[config.mk]
export PLATFORM = sky130hd
export DESIGN_NAME = mem_stage_lsu
export DESIGN_NICKNAME = d
export VERILOG_FILES = /design/src/rtl/mem_stage_lsu.sv
export SDC_FILE = /design/constraint.sdc
export NUM_CORES = 1
export LEC_CHECK = 0
export BUFFER_PORTS_ARGS = -buffer_cell sky130_fd_sc_hd__buf_2
export CELL_PAD_IN_SITES_DETAIL_PLACEMENT = 0
export CELL_PAD_IN_SITES_GLOBAL_PLACEMENT = 1
export CORE_ASPECT_RATIO = 0.75
export CORE_MARGIN = 5
export CORE_UTILIZATION = 33
export DETAILED_ROUTE_END_ITERATION = 12
export PLACE_DENSITY = 0.79
export SYNTH_ARGS = -nofsm -noshare
export SYNTH_HDL_FRONTEND = slang
export SYNTH_SLANG_ARGS = --single-unit
[constraint.sdc]
create_clock -name clk -period 1.6 [get_ports clk]
set_input_delay 0 -clock clk [delete_from_list [all_inputs] [get_ports clk]]
set_output_delay 0 -clock clk [all_outputs]
set_load 0.02 [all_outputs]
[src/rtl/mem_stage_lsu.sv]
// mem_stage_lsu: memory-stage load/store unit sitting between EX/MEM and MEM/WB.
// Turns a load or store in MEM into one req/ack transaction on the data-memory
// port, stalls the front of the pipeline until it completes, and registers the
// load result for MEM/WB. Non-memory instructions pass with no added latency.
//
// Optional feature: define LSU_TIMEOUT_EN to abort a BUSY access after TIMEOUT
// cycles without ack. An aborted access returns 32'hDEADBEEF on loads and pulses
// BusErrM for one cycle. Without the macro BUSY waits forever and BusErrM is 0.
module mem_stage_lsu #(
    parameter int DW      = 32,
    parameter int AW      = 32,
    parameter int TIMEOUT = 15
) (
    input  logic          clk,
    input  logic          rst,
    input  logic          MemWriteM,
    input  logic          MemtoRegM,
    input  logic [AW-1:0] ALUOutM,
    input  logic [DW-1:0] WriteDataM,
    output logic          DmemReq,
    output logic          DmemWe,
    output logic [AW-1:0] DmemAddr,
    output logic [DW-1:0] DmemWdata,
    input  logic [DW-1:0] DmemRdata,
    input  logic          DmemAck,
    output logic [DW-1:0] ReadDataM,
    output logic          StallM,
    output logic          BusErrM
);

    typedef enum logic [1:0] {
        IDLE = 2'd0,
        BUSY = 2'd1,
        DONE = 2'd2
    } state_t;

    state_t        state_q;
    logic          dmemReq_q;
    logic          dmemWe_q;
    logic [AW-1:0] dmemAddr_q;
    logic [DW-1:0] dmemWdata_q;
    logic [DW-1:0] readData_q;
    logic          memAccess;

    // The low address bits are dropped on purpose (word-aligned bus); TIMEOUT is
    // only consumed by the timeout build. Folding them here keeps both builds tidy.
    logic unusedBits;
    assign unusedBits = ^{ALUOutM[1:0], (TIMEOUT != 0)};

    // A store wins when both control bits are set, so any set bit means an access.
    assign memAccess = MemWriteM | MemtoRegM;

    // The pipeline is frozen while an access is being launched or is in flight.
    // DONE releases it so the instruction leaves MEM on the same edge MEM/WB
    // captures ReadDataM.
    assign StallM = ((state_q == IDLE) && memAccess) || (state_q == BUSY);

    assign DmemReq   = dmemReq_q;
    assign DmemWe    = dmemWe_q;
    assign DmemAddr  = dmemAddr_q;
    assign DmemWdata = dmemWdata_q;
    assign ReadDataM = readData_q;

`ifdef LSU_TIMEOUT_EN
    localparam int CW = $clog2(TIMEOUT + 1);

    logic [CW-1:0] timeoutCnt_q;
    logic          busErr_q;

    assign BusErrM = busErr_q;

    // Transaction FSM with a watchdog: launch from IDLE, wait for ack or expiry in
    // BUSY, then spend one DONE cycle so the same instruction is never reissued.
    always_ff @(posedge clk) begin
        if (rst) begin
            state_q      <= IDLE;
            dmemReq_q    <= 1'b0;
            dmemWe_q     <= 1'b0;
            dmemAddr_q   <= '0;
            dmemWdata_q  <= '0;
            readData_q   <= '0;
            timeoutCnt_q <= '0;
            busErr_q     <= 1'b0;
        end else begin
            busErr_q <= 1'b0;
            case (state_q)
                IDLE: begin
                    if (memAccess) begin
                        dmemReq_q    <= 1'b1;
                        dmemWe_q     <= MemWriteM;
                        dmemAddr_q   <= {ALUOutM[AW-1:2], 2'b00};
                        dmemWdata_q  <= WriteDataM;
                        timeoutCnt_q <= '0;
                        state_q      <= BUSY;
                    end
                end
                BUSY: begin
                    if (DmemAck) begin
                        dmemReq_q <= 1'b0;
                        dmemWe_q  <= 1'b0;
                        if (!dmemWe_q) begin
                            readData_q <= DmemRdata;
                        end
                        state_q <= DONE;
                    end else if (timeoutCnt_q == CW'(TIMEOUT - 1)) begin
                        dmemReq_q    <= 1'b0;
                        dmemWe_q     <= 1'b0;
                        timeoutCnt_q <= CW'(TIMEOUT);
                        if (!dmemWe_q) begin
                            readData_q <= DW'(32'hDEADBEEF);
                        end
                        busErr_q <= 1'b1;
                        state_q  <= DONE;
                    end else begin
                        timeoutCnt_q <= timeoutCnt_q + CW'(1);
                    end
                end
                DONE: begin
                    state_q <= IDLE;
                end
                default: begin
                    state_q <= IDLE;
                end
            endcase
        end
    end
`else
    assign BusErrM = 1'b0;

    // Transaction FSM: launch from IDLE, wait as long as needed for ack in BUSY,
    // then spend one DONE cycle so the same instruction is never reissued.
    always_ff @(posedge clk) begin
        if (rst) begin
            state_q     <= IDLE;
            dmemReq_q   <= 1'b0;
            dmemWe_q    <= 1'b0;
            dmemAddr_q  <= '0;
            dmemWdata_q <= '0;
            readData_q  <= '0;
        end else begin
            case (state_q)
                IDLE: begin
                    if (memAccess) begin
                        dmemReq_q   <= 1'b1;
                        dmemWe_q    <= MemWriteM;
                        dmemAddr_q  <= {ALUOutM[AW-1:2], 2'b00};
                        dmemWdata_q <= WriteDataM;
                        state_q     <= BUSY;
                    end
                end
                BUSY: begin
                    if (DmemAck) begin
                        dmemReq_q <= 1'b0;
                        dmemWe_q  <= 1'b0;
                        if (!dmemWe_q) begin
                            readData_q <= DmemRdata;
                        end
                        state_q <= DONE;
                    end
                end
                DONE: begin
                    state_q <= IDLE;
                end
                default: begin
                    state_q <= IDLE;
                end
            endcase
        end
    end
`endif

endmodule

# ---- Yosys cells after proc, flatten, opt, wreduce, memory -nomap -nowiden
# Cells that the tools add are included.
# Widths: inputs -> output; s select.
dict set report word_totals {
  ff_bits 98
  inputBits 101
  out_inout_bits 100
  word_cells 27
}
dict set report classes {
  n_eq_ne 3
  n_mux 8
  bitwise 2
  n_reduce_logical 8
}
# op n
set op_table {}
lappend op_table {{$reduce_and 3->1} 2}
lappend op_table {{$mux 2} 2}
lappend op_table {{$ne 2x2->1 const B} 2}
lappend op_table {{$pmux 1 s2} 2}
lappend op_table {{$pmux 2 s2} 1}
lappend op_table {{$reduce_and 2->1} 2}
lappend op_table {{$mux 1} 3}
lappend op_table {{$eq 2x1->1 const B} 1}
lappend op_table {{$logic_not 2->1} 1}
lappend op_table {{$reduce_bool 2->1} 1}
lappend op_table {{$logic_and 1x1->1} 1}
lappend op_table {{$logic_or 1x1->1} 1}
lappend op_table {{$not 1->1} 1}
lappend op_table {{$or 1x1->1} 1}

# ---- Logic depth before layout (Yosys ltp)
dict set report logic_depth {
  depth_word 3
  ltp_mapped 5
  depth_no_buf 3
}

# ---- Least setup slack after synthesis
# No wires, ideal clock.
dict set report synth_path {
  kind {reg2reg}
  start {register dmemWe_q, in the netlist DmemWe}
  end {register readData_q[10], in the netlist ReadDataM[10]}
  setup_time_ns 0.066
  arrival_ns 1.104
  required_ns 1.534
  path_slack_ns 0.430
  stages_incl_launch_ff 6
  n_path_buf 2
  synth_period_minus_slack_ns 1.170
  cell_sequence {dfxtp_1 > nand4bb_1 > buf_2 > buf_2 > nand2_1 > a21oi_2}
}
dict set report synth_between {
  elab_chain_len 2
}
# item line
set synth_lines {}
lappend synth_lines {{start, declared} 39} ;# logic dmemWe_q;
lappend synth_lines {{start signal, assigned} 145} ;# dmemWe_q <= MemWriteM;
lappend synth_lines {{$not 1->1 (no line)} -}
lappend synth_lines {{$reduce_and 3->1 (no line)} -}
lappend synth_lines {{end signal, assigned} 156} ;# readData_q <= DmemRdata;
lappend synth_lines {{end, declared} 42} ;# logic [DW-1:0] readData_q;
# No other way between the ends.
# A chain may end at the register's enable or synchronous reset.

# ---- Worst setup path in the final report
dict set report layout_path {
  start {register state_q[1]}
  end {register dmemWdata_q[11], in the netlist DmemWdata[11]}
}
dict set report layout_between {
  elab_chain_len 2
}
# item line
set layout_lines {}
lappend layout_lines {{start, declared} 37} ;# state_t state_q;
lappend layout_lines {{start signal, assigned} 134} ;# state_q <= IDLE;
lappend layout_lines {{start signal, assigned} 148} ;# state_q <= BUSY;
lappend layout_lines {{start signal, assigned} 158} ;# state_q <= DONE;
lappend layout_lines {{$logic_not 2->1} 141} ;# case (state_q)
lappend layout_lines {{$reduce_and 2->1 (no line)} -}
lappend layout_lines {{end signal, assigned} 147} ;# dmemWdata_q <= WriteDataM;
lappend layout_lines {{end, declared} 41} ;# logic [DW-1:0] dmemWdata_q;
# No other way between the ends.

==> flow_summary.toml <==
[status]
status = "finished clean"

[power]
pwr-share-comb_pct = 21.2
p_int_w = 0.00452
clkPwrFrac_pct = 35.0
power.switching_w = 0.00170
vdd_ir_drop_max_mv = 0.500
total_power_w = 0.00622
switching_share_pct = 27.3
power_density_nw_per_um2 = 952
seqPwrFrac_pct = 43.8
p_leak_nw = 3.04

[drt]
wl_per_cell_um = 13.2
initialDrtViolationCount = 143
ant_nets = 0
num_vias = 3766
routed_wl_um = 11600
first_pass_iters = 4
via_per_inst = 4.28
drc = 0

[yosys]
ys_seq_area_share_pct = 46.9
ys_types = 23
yosys_warnings = 0
synth_fa_ha_area_share_pct = 0
synth_compound_area_share_pct = 6.25
ys_ff_latch = 98
syn_inst = 435
synth_top_family_by_area = "simple AND/OR/NAND/NOR gates"
synth-simple-area-share_pct = 26.2
synth_area_um2 = 4180
synth.area.mux_share_pct = 14.8
synth-xor-area-share_pct = 0
avgSynthCellArea_um2 = 9.62

[floorplan]
core.rowCount = 35
dieArea_um2 = 15100
fp.dieW_um = 140
placeableCoreArea_um2 = 12300
die_h_um = 108
ioPinCount = 201
initial_utilization_pct = 33.9

[timing]
final.period_utilization_pct = 90.4
worst_slack_ps = 153
fin_crit_ps = 1450
finalHoldViolCount = 0
rsz0062_at_grt = "no"
fin_setup_tns_ps = 0
timing.final.max_slew_violations = 0
finalSetupViolCount = 0
fin_skew_ps = 3.39
fmaxAchievable_ghz = 0.691

[grt]
grt_use_total_pct = 15.4
grt-ovfl-total = 0
grt_pass1_vias = 3953
grt_pass1_wl_um = 19300
antenna_found_initial = 0
grt_start_max_net_pins = 67

[cts]
clock_sinks = 98
cts_tree = "yes"
cts_made_buffers = 9
cts_setup_buffers = 0
htreeDepth = 3
ctsResizeCount = 0
clockRootBuffer = "clkbuf_16"
cts.clk_slew.worst_paths_ps = 70
clockBufferDepth = 2
clock_latency_ps = 330

[setup_path]
path_cells = "nor3_2 > buf_12 > mux2i_1"
crit_cells = 3
cp_top_family = "buffers and inverters"
r2r_cells = 3
slowest_stage = "buf_12"
path_buf_inv = 1
startpoint_type = "register"
arrival_ps = 1700
cpPeakStageDelay_ps = 400
crit_required_ps = 1860
path_class = "reg2reg"
path_max_fanout = 62
critPathCaptureType = "register"

[placement]
pre_cts_ws_ps = 176
port-buffer-count = 195
place_congestion = 0.740
post-dp-hpwl_um = 7480

[finish]
diodes = 0
seqCellArea_um2 = 1960
finalNetCount = 810
area_growth_pct = 56.3
drive_gt1_share_pct = 33.6
multi_input_area_um2 = 2010
nFillCells = 1105

[min_path]
hold_class = "in2reg"
hold_depth = 4

[flow_run]
maxCapViolations = 0
[cell type report]
cell class	count	share of cell area, %
tap	166	3.18
timing repair buffer	296	31.3
clock buffer	10	3.66
inverter	1	0.0574
sequential	98	30.0
multi-input combinational	303	30.8
clock inverter	6	0.995
[cells in the final DEF, fill, tap and decap left out, types with 2 or more instances in the layout]
master	instances
dlygate4sd3_1	95
dfxtp_1	98
clkinv_2	2
buf_2	194
clkbuf_16	9
a21oi_1	17
buf_12	6
nand2b_1	124
o21ai_0	2
nor2_1	2
nand2_1	65
a21oi_2	19
mux2i_1	62
conb_1	3
[power by group through the flow]
stage	clock network, W	logic, W	registers, W
2_1_floorplan	0	0.000534	0.00300
5_1_grt	0.00236	0.00143	0.00275
4_1_cts	0.00227	0.00133	0.00273
6_report	0.00218	0.00132	0.00273
3_3_place_gp	0	0.00113	0.00277
3_5_place_dp	0	0.00114	0.00278
[tightest hold or removal path, cell delays in order]
cell and delay [ps]:
buf_2 90, nor2b_1 30, o21ai_0 140, a21oi_1 60
[stage by stage]
step	area, um2	hold WS [ps]	util (%)	std cells
2_1_floorplan	4190	136	-	437
4_1_cts	6540	34.1	52.9	880
6_report	6540	43.7	52.9	880
5_1_grt	6540	90.3	52.9	880
3_5_place_dp	5280	250	42.8	769
3_3_place_gp	5280	242	42.8	769
[per-layer routing]
| metal | up-vias | part of all wire (%) | track usage, % | routed length, um |
|---|---|---|---|---|
| met5 | - | 0 | 0 | 0 |
| met4 | 0 | 2.6 | 5.33 | 301 |
| met3 | 22 | 5.8 | 4.13 | 672 |
| met2 | 121 | 50 | 27.1 | 5790 |
| met1 | 1691 | 42 | 18.1 | 4820 |
| li1 | 1932 | - | - | - |
[synth_stat cells (all sizes together)]
master	n	area (um2)
or3	2	13.8
dfxtp	98	1960
nand4bb	1	11.3
o21ai	2	10.0
a21oi	36	251
nor4bb	1	10.0
mux2i	62	621
clkbuf	12	45.0
nor3	1	5.00
conb	1	3.75
nand2b	124	776
inv	1	3.75
nand2	65	244
nor2	2	7.51
and2b	2	16.3
buf	23	189
nand3b	1	7.51
nor2b	1	6.26
[registers in the layout, summed over array words and instances (netlist names)]
signal and flops:
DmemWdata 32, ReadDataM 32, DmemAddr 30, state_q 2, DmemReq 1, DmemWe 1
[cells by family after synthesis]
kind of cell	count (synthesis)
muxes	62
buffers and inverters	36
other	1
DFF	98
AOI/OAI and AO/OA	38
and+or+nand+nor	200
[what timing repair did]
item	CTS	global route
hold buffers	95	0
hold endpoints to repair	96	0
endpoints found under the setup margin	0	0
[worst paths after layout]
check | startpoint | to | slack, ps
max | state_q[1] | DmemWdata[11] | 150
min reg2reg | ReadDataM[16] | ReadDataM[16] | 450
max reg2reg | state_q[1] | DmemWdata[11] | 150
min | MemtoRegM | DmemWe | 40
(Power assumes the default switching activity.)
